`src/rtl/i2c_master_controller_if.sv`:
```
// i2c_master_controller_if: command, status and SDA-module control signals of the I2C master controller
//   master modport: the controller (inputs Go/Address/RW/WriteData/ShiftIn, drives the rest)
//   slave modport : the user logic plus SDA module side of the same signals
interface i2c_master_controller_if;
    logic       Go;
    logic [6:0] Address;
    logic       RW;
    logic [7:0] WriteData;
    logic       ShiftIn;
    logic       SCL;
    logic       ReadorWrite;
    logic       Select;
    logic       StartStopAck;
    logic       ShiftOut;
    logic [7:0] ReadData;
    logic       Busy;
    logic       Done;
    logic       AckError;
    modport master (
        input  Go, Address, RW, WriteData, ShiftIn,
        output SCL, ReadorWrite, Select, StartStopAck, ShiftOut, ReadData, Busy, Done, AckError
    );
    modport slave (
        output Go, Address, RW, WriteData, ShiftIn,
        input  SCL, ReadorWrite, Select, StartStopAck, ShiftOut, ReadData, Busy, Done, AckError
    );
endinterface

```
`src/rtl/i2c_master_controller.sv`:
```
// i2c_master_controller: sequences one single-byte I2C master transaction (START, addr+R/W, ACK, data, ACK/NACK, STOP)
//   Clock, Reset : system clock, synchronous active-high reset
//   bus.Go/Address/RW/WriteData : transaction request, latched when Go is accepted in IDLE
//   bus.ShiftIn  : SDA value returned by the SDA module, sampled on the last cycle of Q2
//   bus.SCL/ReadorWrite/Select/StartStopAck/ShiftOut : SCL and SDA-module controls
//   bus.ReadData/Busy/Done/AckError : transaction status and result
module i2c_master_controller #(
    parameter int QUARTER = 250
) (
    input logic                    Clock,
    input logic                    Reset,
    i2c_master_controller_if.master bus
);
    localparam int QW = $clog2(QUARTER);
    typedef enum logic [2:0] {IDLE, START, ADDR, ACK1, DATA, ACK2, STOP, DONE} state_t;
    state_t          state_q, state_d;
    logic [QW-1:0]   qcnt_q, qcnt_d;
    logic [1:0]      phase_q, phase_d;
    logic [2:0]      bit_q, bit_d;
    logic [7:0]      addr_q, addr_d;
    logic [7:0]      wdata_q, wdata_d;
    logic [7:0]      shift_q, shift_d;
    logic [7:0]      rdata_q, rdata_d;
    logic            ack_err_q, ack_err_d;
    logic            q_last, bit_end, sample, busy_st, rw;
    assign rw      = addr_q[0];
    assign q_last  = qcnt_q == QW'(QUARTER - 1);
    assign bit_end = q_last && phase_q == 2'd3;
    assign sample  = q_last && phase_q == 2'd2;
    assign busy_st = state_q != IDLE && state_q != DONE;
    always_comb begin
        state_d   = state_q;
        qcnt_d    = busy_st && !q_last ? qcnt_q + 1'b1 : '0;
        phase_d   = busy_st ? phase_q + (q_last ? 2'd1 : 2'd0) : 2'd0;
        bit_d     = bit_q;
        addr_d    = addr_q;
        wdata_d   = wdata_q;
        shift_d   = shift_q;
        rdata_d   = rdata_q;
        ack_err_d = ack_err_q;
        case (state_q)
            IDLE: if (bus.Go) begin
                addr_d    = {bus.Address, bus.RW};
                wdata_d   = bus.WriteData;
                ack_err_d = 1'b0;
                state_d   = START;
            end
            START: state_d = bit_end ? ADDR : START;
            ADDR: if (bit_end) begin
                bit_d   = bit_q + 3'd1;
                state_d = bit_q == 3'd7 ? ACK1 : ADDR;
            end
            ACK1: begin
                ack_err_d = ack_err_q | (sample & bus.ShiftIn);
                // an address NACK skips the data byte and goes straight to STOP
                if (bit_end) state_d = ack_err_q ? STOP : DATA;
            end
            DATA: begin
                if (sample && rw) shift_d = {shift_q[6:0], bus.ShiftIn};
                if (bit_end) begin
                    bit_d   = bit_q + 3'd1;
                    state_d = bit_q == 3'd7 ? ACK2 : DATA;
                end
            end
            ACK2: begin
                ack_err_d = ack_err_q | (sample & !rw & bus.ShiftIn);
                if (bit_end) begin
                    rdata_d = rw ? shift_q : rdata_q;
                    state_d = STOP;
                end
            end
            STOP: state_d = bit_end ? DONE : STOP;
            default: state_d = IDLE;
        endcase
    end
    always_ff @(posedge Clock) begin
        if (Reset) begin
            state_q   <= IDLE;
            qcnt_q    <= '0;
            phase_q   <= '0;
            bit_q     <= '0;
            addr_q    <= '0;
            wdata_q   <= '0;
            shift_q   <= '0;
            rdata_q   <= '0;
            ack_err_q <= 1'b0;
        end else begin
            state_q   <= state_d;
            qcnt_q    <= qcnt_d;
            phase_q   <= phase_d;
            bit_q     <= bit_d;
            addr_q    <= addr_d;
            wdata_q   <= wdata_d;
            shift_q   <= shift_d;
            rdata_q   <= rdata_d;
            ack_err_q <= ack_err_d;
        end
    end
    // controls decode from state and phase only, so they move on phase boundaries; bit-indexed ones on Q0
    assign bus.SCL          = state_q inside {ADDR, ACK1, DATA, ACK2} ? phase_q[1] :
                              state_q == STOP ? phase_q != 2'd0 : 1'b1;
    assign bus.ReadorWrite  = state_q == ACK1 || (state_q == DATA && rw) || (state_q == ACK2 && !rw);
    assign bus.Select       = state_q == ADDR || (state_q == DATA && !rw);
    assign bus.StartStopAck = state_q == START ? !phase_q[1] : state_q == STOP ? phase_q[1] : 1'b1;
    assign bus.ShiftOut     = state_q == ADDR ? addr_q[~bit_q] :
                              state_q == DATA && !rw ? wdata_q[~bit_q] : 1'b0;
    assign bus.ReadData     = rdata_q;
    assign bus.Busy         = busy_st;
    assign bus.Done         = state_q == DONE;
    assign bus.AckError     = ack_err_q;
endmodule

```
`src/flat_wrapper.sv`:
```
// flat-port wrapper written by rule: the top's interface ports become plain ports
module i2c_master_controller_flat 
#(
    parameter int QUARTER = 250
)
  (Clock, Reset, bus_Go, bus_Address, bus_RW, bus_WriteData, bus_ShiftIn, bus_SCL, bus_ReadorWrite, bus_Select, bus_StartStopAck, bus_ShiftOut, bus_ReadData, bus_Busy, bus_Done, bus_AckError);
  i2c_master_controller_if bus_i ();
  input logic Clock;
  input logic Reset;
  input wire logic [$bits(bus_i.Go)-1:0] bus_Go;
  input wire logic [$bits(bus_i.Address)-1:0] bus_Address;
  input wire logic [$bits(bus_i.RW)-1:0] bus_RW;
  input wire logic [$bits(bus_i.WriteData)-1:0] bus_WriteData;
  input wire logic [$bits(bus_i.ShiftIn)-1:0] bus_ShiftIn;
  output wire logic [$bits(bus_i.SCL)-1:0] bus_SCL;
  output wire logic [$bits(bus_i.ReadorWrite)-1:0] bus_ReadorWrite;
  output wire logic [$bits(bus_i.Select)-1:0] bus_Select;
  output wire logic [$bits(bus_i.StartStopAck)-1:0] bus_StartStopAck;
  output wire logic [$bits(bus_i.ShiftOut)-1:0] bus_ShiftOut;
  output wire logic [$bits(bus_i.ReadData)-1:0] bus_ReadData;
  output wire logic [$bits(bus_i.Busy)-1:0] bus_Busy;
  output wire logic [$bits(bus_i.Done)-1:0] bus_Done;
  output wire logic [$bits(bus_i.AckError)-1:0] bus_AckError;
  assign bus_i.Go = bus_Go;
  assign bus_i.Address = bus_Address;
  assign bus_i.RW = bus_RW;
  assign bus_i.WriteData = bus_WriteData;
  assign bus_i.ShiftIn = bus_ShiftIn;
  assign bus_SCL = bus_i.SCL;
  assign bus_ReadorWrite = bus_i.ReadorWrite;
  assign bus_Select = bus_i.Select;
  assign bus_StartStopAck = bus_i.StartStopAck;
  assign bus_ShiftOut = bus_i.ShiftOut;
  assign bus_ReadData = bus_i.ReadData;
  assign bus_Busy = bus_i.Busy;
  assign bus_Done = bus_i.Done;
  assign bus_AckError = bus_i.AckError;
  i2c_master_controller #(.QUARTER(QUARTER)) u_core (.Clock(Clock), .Reset(Reset), .bus(bus_i));
endmodule
```
`config.mk`:
```
export PLATFORM = sky130hd
export DESIGN_NAME = i2c_master_controller_flat
export DESIGN_NICKNAME = d
export VERILOG_FILES = /design/src/rtl/i2c_master_controller_if.sv /design/src/rtl/i2c_master_controller.sv /design/src/flat_wrapper.sv
export SDC_FILE = /design/constraint.sdc
export NUM_CORES = 1
export LEC_CHECK = 0
export ABC_AREA = 1
export ABC_CLOCK_PERIOD_IN_PS = 2100
export CORE_MARGIN = 3
export CORE_UTILIZATION = 30
export DETAILED_ROUTE_END_ITERATION = 7
export PLACE_DENSITY = 0.52
export SLEW_MARGIN = 20
export SYNTH_ARGS = -nofsm -noshare
export SYNTH_HDL_FRONTEND = slang
export SYNTH_SLANG_ARGS = --single-unit
```
`constraint.sdc`:
```
create_clock -name Clock -period 2.1 [get_ports Clock]
set_clock_uncertainty 0.05 [all_clocks]
set_input_delay 0.63 -clock Clock [delete_from_list [all_inputs] [get_ports Clock]]
set_output_delay 0.63 -clock Clock [all_outputs]
set_load 0.02 [all_outputs]
```
==> impl_metrics.tcl, run 1 <==
set metrics [dict create \
    synth_seq_cells 49 \
    hold_viol 0 \
    grt-ovfl-total 0 \
    area_delta_synth_final_pct 39.6 \
    dieArea_um2 8700 \
    top_level_ports 36 \
    yosysWarnings 0 \
    start_kind "flip-flop" \
    num-nets-final 411 \
    stdcell_area_um2 3190 \
    min_period_ps 2100 \
    finalPower_uw 1860 \
    tritoncts "yes" \
    gp_congestion 0.825 \
    die_h_um 93.3 \
    num_rows 31 \
    crit_type "reg2out" \
    dieWidth_um 93.3 \
    dp_slack_ps -194 \
    postSynthAreaPerCell_um2 7.16 \
    worst_pin_slew_ps 342 \
    cts_sinks 49 \
    drt_wl_total_um 5270 \
    portBuffers 35 \
    placed_area_um2 2990 \
    cts_max_path_buffers 2 \
    wl_per_cell_um 10.8 \
    syn-num-nets 343 \
    fin_crit_sh 0.999 \
    antenna_cells 0 \
    routed-via-count 2157 \
    first_iter_violations 70 \
    dr.pass1.iters 4 \
    top_layer "met4" \
    yosysUniqueCellTypes 31 \
    core_area_um2 7330 \
    route.met2.wl_um 2480 \
    worst_slack_ps 1.48 \
    wirelength_met1_um 2550 \
    worstPathRequired_ps 1420 \
    htreeDepth 2 \
    endpoint_kind "output pin" \
    syn_inst 319 \
    antenna_found_initial 0 \
    seq_area_frac_synth 0.429 \
    synthesis.area_um2 2280 \
    arrival_ps 1420 \
    setup_viol_count_final 0 \
    p_per_area_nw_per_um2 584 \
    hp-class "reg2reg" \
    grt_pass1_wl_um 8840 \
    status "complete, no violations" \
    clock_latency_ps 310 \
    r2r_setup_slack_ps 440 \
    drive_above_1_share 0.240 \
    finalMaxSlewViolations 0 \
    dp_hpwl_um 3980 \
    hold_buffers 0 \
    cp_max_fo 7 \
    rsz0062_at_grt "yes" \
    power.leakage_uw 0.00132 \
    grt_pass1_vias 1978 \
    antenna_left 0 \
    viasPerCell 4.43 \
    max-cap-violations 0 \
    fmax_ghz 0.477 \
    clk_pin_slew_ps 100 \
    cts_buffers 5 \
    cts_root_buf "clkbuf_8" \
    drc 0 \
    dr_wl_met3_um 179 \
    grt_max_degree 34 \
    ir_drop_mv 0.265 \
    grt_use_total 0.128 \
    max-slew-margin-rel 0.771 \
    start_util 0.312 \
]
==> cell type report <==
cell class	count	area (um^2)
Inverter	47	178
Clock buffer	5	68.8
Tap cell	99	124
Timing Repair Buffer	71	642
Clock inverter	3	46.3
Multi-Input combinational cell	213	1140
Fill cell	754	4140
Sequential cell	49	992
==> per-layer routing <==
layer / up-vias / GRT usage
met3: 8 / 0.0298
met2: 32 / 0.214
li1: 1165 / -
met1: 952 / 0.159
met4: 0 / 0.0476
met5: - / 0
==> worst max-delay path: stages (launching register included) <==
cell and delay (ps):
dfxtp_4 410, inv_1 70, nor2_2 120, inv_2 70, nor2_1 110, o211ai_1 100
nand2_1 100, buf_6 120
==> logic make-up after synthesis <==
kind of cell / share of synthesized area
AO/OA/AOI/OAI: 0.183
flip-flops: 0.429
adder cells (fa/ha/maj): 0.0219
AND/OR/NAND/NOR: 0.256
buffers and inverters: 0.0980
XOR/XNOR: 0.0115
==> per-stage QoR <==
step | TNS (ps) | util | std cells | hold WS (ps)
floorplan | 0 | - | 319 | 370
detailed placement | -799 | 0.408 | 477 | 386
global route | -191 | 0.435 | 487 | 425
CTS | -14.1 | 0.424 | 485 | 401
global placement | -907 | 0.408 | 477 | 387
finish | 0 | 0.435 | 487 | 398
==> registers in the layout (all words and copies together) (netlist names) <==
register / flops
u_core.addr_q: 8
u_core.bit_q: 3
u_core.bus.AckError: 1
u_core.bus.ReadData: 8
u_core.phase_q: 2
u_core.qcnt_q: 8
u_core.shift_q: 8
u_core.state_q: 3
u_core.wdata_q: 8
==> placed cells by master, fill, tap and decap left out, types with 3 or more instances in the layout <==
cell type | Yosys | layout
nand2_1 | 40 | 36
nand2_2 | 2 | 6
o211ai_1 | 3 | 3
o21ai_1 | 10 | 14
nor2_2 | 2 | 3
nand4_1 | 3 | 3
nand3_2 | 2 | 3
inv_2 | 8 | 12
inv_1 | 37 | 33
a21oi_1 | 36 | 34
buf_4 | 1 | 34
clkbuf_8 | 0 | 5
nor2_1 | 52 | 48
dfxtp_1 | 49 | 44
o21ai_0 | 32 | 28
nor3_4 | 3 | 4
nor2_4 | 0 | 3
dfxtp_2 | 0 | 3
ha_1 | 4 | 4
clkdlybuf4s50_1 | 0 | 28
buf_6 | 0 | 5
nand3_1 | 12 | 11
==> power breakdown <==
| group | internal, uW | switching [uW] |
|---|---|---|
| Sequential | 959 | 18.4 |
| Clock | 357 | 337 |
| Combinational | 97.3 | 94.5 |
| Total | 1410 | 450 |
==> cells in the mapped netlist <==
cell / instances / area [um^2]
nor2_1: 52 / 195
dfxtp_1: 49 / 981
nand2_1: 40 / 150
inv_1: 37 / 139
a21oi_1: 36 / 180
o21ai_0: 32 / 160
nand3_1: 12 / 60.1
o21ai_1: 10 / 50.1
inv_2: 8 / 30.0
clkbuf_1: 5 / 18.8
ha_1: 4 / 50.1
buf_2: 3 / 15.0
nand4_1: 3 / 18.8
nor3_1: 3 / 15.0
nor3_4: 3 / 48.8
o211ai_1: 3 / 22.5
nand2_2: 2 / 12.5
nand3_2: 2 / 20.0
nor2_2: 2 / 12.5
xor2_1: 2 / 17.5
buf_4: 1 / 7.51
clkbuf_2: 1 / 5.00
clkinv_1: 1 / 3.75
clkinv_2: 1 / 5.00
nand2_4: 1 / 11.3
nand3b_1: 1 / 7.51
nor2_8: 1 / 20.0
nor4_1: 1 / 6.26
o22ai_1: 1 / 6.26
or2_2: 1 / 6.26
xnor2_1: 1 / 8.76
==> repair_timing <==
action	4_1_cts	5_1_grt
setup buffers	0	2
gates resized for setup	42	28
setup endpoints to repair	7	7
pin swaps	1	6
hold endpoints to repair	0	0
==> final timing paths <==
path                                          endpoint  cells past startpoint               from
worst max-delay path                      bus_ShiftOut                      7  u_core.state_q[1]
worst min-delay path                 u_core.wdata_q[0]                      2  u_core.wdata_q[0]
worst max register to register  u_core.bus.ReadData[0]                      8   u_core.qcnt_q[0]
worst min register to register       u_core.wdata_q[0]                      2  u_core.wdata_q[0]
Power figures use the tool's default switching activity.
==> run 2: changes to the inputs <==
PLACE_DENSITY = not set   (was 0.52)
PLACE_DENSITY_LB_ADDON = 0.1   (was not set)
TNS_END_PERCENT = 100   (was not set)
==> run 2 against run 1 <==
Design area down 0.94%. Highest routed layer unchanged. Critical endpoint unchanged. Critical path depth down 1. Largest power group unchanged. Core utilization down 0.41 points. First-iteration DRC count up 2.9%. Power down 5.5%.
==> impl_metrics.tcl, run 2 (synthesis results as in run 1) <==
set metrics [dict create \
    status "complete, no violations" \
    routed-via-count 2153 \
    max-slew-margin-rel 0.759 \
    hold_viol 0 \
    fin_crit_sh 0.993 \
    finalMaxSlewViolations 0 \
    fin_cells 487 \
    grt-ovfl-total 0 \
    cts_root_buf "clkbuf_8" \
    reg2regPathDepth 8 \
    grt_pass1_wl_um 9040 \
    grt_use_total 0.129 \
    start_kind "flip-flop" \
    first_iter_violations 72 \
    min_from "u_core.addr_q[7]" \
    arrival_ps 1410 \
    ir_drop_mv 0.296 \
    dr.pass1.iters 4 \
    placedCellCount 475 \
    fillers 764 \
    drt_wl_total_um 5310 \
    num-nets-final 411 \
    min_path_cells 2 \
    drive_above_1_share 0.242 \
    power.leakage_uw 0.00130 \
    antenna_cells 0 \
    top_level_ports 36 \
    worst_pin_slew_ps 360 \
    layout_common_cells "nor2_1, dfxtp_1, inv_1, nand2_1, a21oi_1" \
    clock_latency_ps 310 \
    wl_per_cell_um 10.9 \
    htreeDepth 2 \
    fmax_ghz 0.479 \
    clk_pin_slew_ps 90 \
    hp-class "reg2reg" \
    r2r-start "u_core.qcnt_q[0]" \
    drc 0 \
    worstPathRequired_ps 1420 \
    cp_max_fo 4 \
    viasPerCell 4.42 \
    cts_buffers 5 \
    endpoint_kind "output pin" \
    portBuffers 35 \
    tritoncts "yes" \
    area_delta_synth_final_pct 38.3 \
    min_period_ps 2090 \
    die_h_um 93.3 \
    grt_max_degree 34 \
    setup_viol_count_final 0 \
    grt_pass1_vias 2016 \
    core_area_um2 7330 \
    rsz0062_at_grt "yes" \
    p_per_area_nw_per_um2 557 \
    tns_ps 0 \
    cts_max_path_buffers 2 \
    antenna_left 0 \
    layout_commonest_cell "nor2_1" \
    cp-startpoint "u_core.bit_q[0]" \
    cts_sinks 49 \
    gp_congestion 0.798 \
    dieWidth_um 93.3 \
    num_rows 31 \
    dieArea_um2 8700 \
    max-cap-violations 0 \
    start_util 0.312 \
    antenna_found_initial 0 \
    crit_type "reg2out" \
    dp_hpwl_um 4040 \
]
run 2: worst max-delay path, cell delays in order, from the launching register on:
cell	delay, ps
dfxtp_4	370
buf_6	120
o21ai_2	130
nand2_1	70
o211ai_1	170
nand2_1	100
buf_6	140
run 2: report_power, final:
part / total, uW / switching, uW / internal (uW)
logic: 190 / 94.2 / 95.8
clock network: 595 / 353 / 243
registers: 974 / 16.1 / 958
run 2: stage by stage:
stage          total power, uW  hold slack, ps  setup slack [ps]  area (um^2)   util
4_1_cts                   1790             400             -24.9         3060  0.417
3_3_place_gp              1180             382              -118         2970  0.405
2_1_floorplan             1090             370               250         2280      -
5_1_grt                   1860             423              -143         3160  0.431
6_report                  1760             396              13.8         3160  0.431
3_5_place_dp              1180             385              -136         2970  0.405
run 2: repair_timing:
| item | 4_1_cts | 5_1_grt |
|---|---|---|
| gates cloned | 0 | 1 |
| resized for setup | 31 | 38 |
| hold buffers | 0 | 0 |
| buffers inserted | 1 | 2 |
| endpoints found under the setup margin | 7 | 7 |
| endpoints found under the hold margin | 0 | 0 |
| pin swaps | 0 | 8 |
run 2: path summary, 6_finish.rpt:
| path | to | slack, ps |
|---|---|---|
| min | u_core.addr_q[7] | 400 |
| min reg2reg | u_core.addr_q[7] | 400 |
| max | bus_ShiftOut | 10 |
| max reg2reg | u_core.bus.ReadData[2] | 410 |
run 2: routing by layer:
metal / part of all wire / GRT usage
met5: 0 / 0
met4: 0.0087 / 0.0440
met3: 0.035 / 0.0274
met2: 0.46 / 0.207
met1: 0.49 / 0.172
run 2: cell type report:
type | count | area [um^2] | share of cell area
clock buffers | 5 | 68.8 | 0.0218
clock inverters | 3 | 26.3 | 0.00832
inverters | 47 | 180 | 0.0570
multi-input cells | 213 | 1140 | 0.360
flip-flops and latches | 49 | 993 | 0.314
well taps | 99 | 124 | 0.0392
repair buffers | 71 | 628 | 0.199
